**src/rtl/reboot_seq_pkg.sv**
```systemverilog
// Shared state encoding and image-select constants for the warm-boot request path.
package reboot_seq_pkg;

  localparam logic [1:0] ST_IDLE   = 2'd0;
  localparam logic [1:0] ST_DETACH = 2'd1;
  localparam logic [1:0] ST_FIRE   = 2'd2;
  localparam logic [1:0] ST_DONE   = 2'd3;

  typedef enum logic [1:0] {
    IDLE   = ST_IDLE,
    DETACH = ST_DETACH,
    FIRE   = ST_FIRE,
    DONE   = ST_DONE
  } state_t;

  localparam logic [1:0] IMG_BOOT = 2'b01;
  localparam logic [1:0] IMG_USER = 2'b10;

endpackage

```
**src/rtl/prio_arb.sv**
```systemverilog
// Combinational one-hot grant to the lowest-index asserted request.
module prio_arb #(
  parameter int N = 2
) (
  input  logic [N-1:0] req,
  output logic [N-1:0] gnt
);

  always_comb begin
    gnt = '0;
    for (int i = N - 1; i >= 0; i--) begin
      if (req[i]) begin
        gnt    = '0;
        gnt[i] = 1'b1;
      end
    end
  end

endmodule

```
**src/rtl/reboot_sequencer.sv**
```systemverilog
// Arbitrates warm-boot requests, holds USB detached for 2^DELAY_TW cycles, then
// fires a single boot_now strobe with the latched image; all outputs are flops.
module reboot_sequencer
  import reboot_seq_pkg::*;
#(
  parameter int N_SRC    = 2,
  parameter int DELAY_TW = 18
) (
  input  logic                 clk,
  input  logic                 rst_n,
  input  logic [N_SRC-1:0]     req_valid,
  input  logic [2*N_SRC-1:0]   req_image,
  output logic [N_SRC-1:0]     req_ready,
  input  logic                 abort,
  output logic                 usb_detach,
  output logic                 busy,
  output logic [1:0]           boot_sel,
  output logic                 boot_now
);

  state_t              state, state_nxt;
  logic [DELAY_TW:0]   cnt, cnt_nxt;
  logic [N_SRC-1:0]    gnt, take, ready_nxt;
  logic [1:0]          img_take, sel_nxt;

  prio_arb #(.N(N_SRC)) u_arb (
    .req (req_valid),
    .gnt (gnt)
  );

  // req_ready is one-hot, so at most one source can complete a transfer
  assign take = req_valid & req_ready;

  always_comb begin
    img_take = 2'b00;
    for (int i = 0; i < N_SRC; i++) begin
      if (take[i]) img_take = req_image[2*i +: 2];
    end
  end

  always_comb begin
    state_nxt = state;
    cnt_nxt   = cnt;
    sel_nxt   = boot_sel;
    ready_nxt = '0;
    case (state)
      IDLE: begin
        if (|take) begin
          state_nxt = DETACH;
          cnt_nxt   = '0;
          sel_nxt   = img_take;
        end else begin
          ready_nxt = gnt;
        end
      end
      DETACH: begin
        cnt_nxt = cnt + 1'b1;
        // abort beats the terminal count when both land on the same cycle
        if (abort) begin
          state_nxt = IDLE;
          cnt_nxt   = '0;
        end else if (cnt_nxt[DELAY_TW]) begin
          state_nxt = FIRE;
        end
      end
      FIRE:    state_nxt = DONE;
      DONE:    state_nxt = DONE;
      default: state_nxt = IDLE;
    endcase
  end

  always_ff @(posedge clk or negedge rst_n) begin
    if (!rst_n) begin
      state      <= IDLE;
      cnt        <= '0;
      req_ready  <= '0;
      usb_detach <= 1'b0;
      busy       <= 1'b0;
      boot_sel   <= 2'b00;
      boot_now   <= 1'b0;
    end else begin
      state      <= state_nxt;
      cnt        <= cnt_nxt;
      req_ready  <= ready_nxt;
      usb_detach <= (state_nxt != IDLE);
      busy       <= (state_nxt != IDLE);
      boot_sel   <= sel_nxt;
      boot_now   <= (state_nxt == FIRE);
    end
  end

endmodule
```
**config.mk**
```make
export PLATFORM = sky130hd
export DESIGN_NAME = reboot_sequencer
export DESIGN_NICKNAME = d
export VERILOG_FILES = /design/src/rtl/reboot_seq_pkg.sv /design/src/rtl/prio_arb.sv /design/src/rtl/reboot_sequencer.sv
export SDC_FILE = /design/constraint.sdc
export NUM_CORES = 1
export LEC_CHECK = 0
export ABC_AREA = 1
export BUFFER_PORTS_ARGS = -buffer_cell sky130_fd_sc_hd__buf_2
export CAP_MARGIN = 25
export CORE_MARGIN = 3
export CORE_UTILIZATION = 60
export CTS_CLUSTER_SIZE = 28
export DETAILED_ROUTE_END_ITERATION = 8
export HOLD_SLACK_MARGIN = 0.06
export PLACE_DENSITY_LB_ADDON = 0.08
export SYNTH_ARGS = -nofsm -noshare
export SYNTH_HDL_FRONTEND = slang
export SYNTH_SLANG_ARGS = --single-unit
```
**constraint.sdc**
```tcl
create_clock -name clk -period 2.6 [get_ports clk]
set_input_delay 0.13 -clock clk [delete_from_list [all_inputs] [get_ports clk]]
set_output_delay 0.13 -clock clk [all_outputs]
set_load 0.03 [all_outputs]
```
==> results.py <==
metrics = {
    "flow_run": {
        "drv_cap": 0,
    },
    "synthesis": {
        "synth-simple-area-share_pct": 37.5,
        "postSynthCellCount": 198,
        "combinational_family_with_the_most_area_after_synthesis": "simple AND/OR/NAND/NOR gates",
        "synth_fa_ha_area_share_pct": 0.836,
        "yosys.cell_types.count": 29,
        "synth-xor-area-share_pct": 0.585,
        "yosysWarningCount": 0,
        "post_synth.cell_area_avg_um2": 7.56,
        "synth_compound_area_share_pct": 8.61,
        "synth.cell_area_um2": 1500,
        "multiplexer_area_fraction_after_synthesis_pct": 0,
        "synthesis.nets": 208,
        "seq_area_frac_synth_pct": 45.2,
        "synth.ff_latch_count": 27,
    },
    "clock_network": {
        "cts_root_buffer": "clkbuf_4",
        "htreeDepth": 1,
        "post_cts_resize_count": 0,
        "worstSkewPairLatency_ps": 330,
        "clk_pin_slew_worst_paths_ps": 140,
        "number_of_clock_sinks_seen_by_cts": 27,
        "clockBufferDepth": 2,
        "cts_inserted_buffers": 3,
        "cts_tree": "yes",
    },
    "power": {
        "leakagePower_uw": 0.000779,
        "finalPower_uw": 624,
        "power.density_nw_per_um2": 380,
        "ir_drop_worst_case_vdd_v": 0.000380,
    },
    "global_routing": {
        "grt_usage_pct": 23.0,
        "grt.overflow.total": 0,
        "grt_pass1_vias": 1360,
        "grt_max_degree": 28,
        "antenna_violations_before_repair": 0,
        "wire_length_of_the_first_global_routing_pass_um": 5710,
    },
    "min_path": {
        "hp-class": "in2reg",
    },
    "critical_path": {
        "timing.critical_path.to_type": "register",
        "crit_fanout": 4,
        "worst_ep_required_time_ps": 2870,
        "critical_path.startpoint_type": "register",
        "critPathArrivalTime_ps": 1950,
        "path_class": "reg2reg",
    },
    "placed_design": {
        "routabilityCongestion": 0.928,
        "dp.final_hpwl_um": 2490,
        "place_worst_setup_slack_ps": 1070,
        "placement.io_buffers": 15,
    },
    "timing": {
        "setup_total_neg_slack_ps": 0,
        "final-hold-violation-count": 0,
        "final_critical_path_setup_slack_ps": 925,
        "rsz0062_at_grt": "no",
        "finalMaxSlewViolations": 0,
        "tightest_slew_ps": 593,
        "timing.slew.headroom_pct": 60.5,
        "report.final.setup_viol": 0,
        "part_of_the_cycle_the_worst_path_needs_pct": 64.4,
        "finalCriticalPeriod_ps": 1670,
        "achievable-frequency_mhz": 597,
        "clock-skew-final_ps": 2.50,
        "hold_slack_ps": 89.0,
    },
    "route": {
        "pre_antenna_drt_iters": 4,
        "detail-route-antenna-nets": 0,
        "total_drc_errors_in_the_routed_layout": 0,
        "routed_via_density": 5.56,
        "postRouteWirelength_um": 3270,
        "detailroute.via_count": 1361,
        "avgRoutedWirePerCell_um": 13.3,
        "dr.first_iter.drc_count": 50,
    },
    "floorplan": {
        "chipHeight_um": 55.9,
        "initial_utilization_pct": 65.1,
        "dieArea_um2": 3130,
        "floorplan.rows": 17,
        "dieWidth_um": 55.9,
        "count_of_boundary_i_o_pins": 16,
        "area_of_the_placeable_core_um2": 2300,
    },
    "outcome": {
        "outcome": "complete, no violations",
    },
    "final_layout": {
        "final_net_count": 228,
        "drive_above_1_share_pct": 19.8,
        "layout.core_utilization_pct": 71.4,
        "filler_cell_count": 170,
        "antennaDiodeCount": 0,
        "synthToLayoutAreaGrowth_pct": 9.62,
    },
}
==> synth_stat cells <==
cell type,instances,area share (%)
a21oi_1,9,3.0
a22o_1,1,0.59
buf_2,1,0.33
buf_4,1,0.50
buf_6,1,0.75
dfrtp_1,27,45
ha_1,1,0.84
inv_1,19,4.8
inv_2,4,1.0
nand2_1,54,14
nand2_2,8,3.3
nand2_4,1,0.75
nand3_1,15,5.0
nand4_1,3,1.3
nor2_1,25,6.3
nor2_2,6,2.5
nor2_4,2,1.5
nor3_1,3,1.0
nor3_2,2,1.3
nor3b_1,1,0.50
nor4_1,1,0.42
o2111ai_1,1,0.59
o211ai_1,1,0.50
o21ai_0,6,2.0
o21ai_1,1,0.33
o21ai_2,1,0.59
o21bai_1,1,0.50
o31ai_1,1,0.50
xor2_1,1,0.59
==> per-stage QoR <==
stage	area, um^2	cells
floorplan	1500	198
global placement	1580	238
detailed placement	1580	238
CTS	1640	245
global route	1640	245
finish	1640	245
==> kinds of logic (layout without fill, tap and decap cells) <==
group | Yosys count | after routing
AOI/OAI and AO/OA | 22 | 22
xor gates and xnor gates | 1 | 1
adders and majority gates | 1 | 1
buffers and inverters | 26 | 45
DFF | 27 | 27
and+or+nand+nor | 121 | 121
==> where the power goes <==
group | total, uW | switching [uW] | internal (uW)
Sequential | 420 | 0 | 420
Clock | 183 | 125 | 57.8
Combinational | 21.0 | 13.4 | 7.57
Total | 624 | 138 | 485
==> worst max-delay path: stages (launching register included) <==
cell           delay (ps)
dfrtp_1               470
nor2_2                210
inv_1                  90
nor4_1                250
dlygate4sd3_1         610
==> cells in the final DEF, fill, tap and decap left out <==
master         instances
nand2_1               54
dfrtp_1               27
nor2_1                25
inv_1                 19
nand3_1               15
buf_2                 15
a21oi_1                9
nand2_2                8
nor2_2                 6
o21ai_0                6
inv_2                  4
nor3_1                 3
nand4_1                3
clkbuf_4               3
dlygate4sd3_1          3
nor2_4                 2
nor3_2                 2
nor3b_1                1
nor4_1                 1
o21ai_2                1
nand2_4                1
xor2_1                 1
a22o_1                 1
o31ai_1                1
o211ai_1               1
o21ai_1                1
o21bai_1               1
o2111ai_1              1
ha_1                   1
clkinv_2               1
==> flip-flops by register name, summed over array words and instances, names as in the netlist <==
signal	cells
boot_now	1
boot_sel	2
busy	1
cnt	19
req_ready	2
state	2
==> path summary, 6_finish.rpt <==
path,from,to,slack (ps),cells past startpoint
min in group asynchronous,rst_n,cnt[9]$_DFFE_PN0P_,320,2
worst max register to register,state[0]$_DFF_PN0_,req_ready[1]$_DFF_PN0_,930,4
worst min register to register,boot_sel[0]$_DFFE_PN0P_,boot_sel[0]$_DFFE_PN0P_,510,2
worst min-delay path,req_image[2],boot_sel[0]$_DFFE_PN0P_,90,3
worst max-delay path,state[0]$_DFF_PN0_,req_ready[1]$_DFF_PN0_,930,4
max in group asynchronous,rst_n,req_ready[1]$_DFF_PN0_,1900,2
==> routing by layer <==
layer / up-vias / wire length [um] / global-route usage, %
li1: 674 / - / -
met1: 627 / 1360 / 28.8
met5: - / 0 / 0
met2: 49 / 1600 / 39.2
met4: 0 / 94 / 11.2
met3: 11 / 215 / 2.78
==> layout make-up <==
type / instances / area [um^2] / share of cell area (%)
timing repair buffer: 18 / 105 / 6.41
clock inverter: 1 / 5.00 / 0.305
tap: 28 / 35.0 / 2.14
sequential: 27 / 676 / 41.2
clock buffer: 3 / 22.5 / 1.37
inverter: 23 / 86.3 / 5.26
multi-input combinational: 145 / 711 / 43.3
==> timing repair <==
action,4_1_cts,5_1_grt
buffers inserted,0,0
hold buffers,3,0
endpoints found under the setup margin,0,0
hold endpoints to repair,28,0
Note: power is estimated with default switching activity, not from simulation.
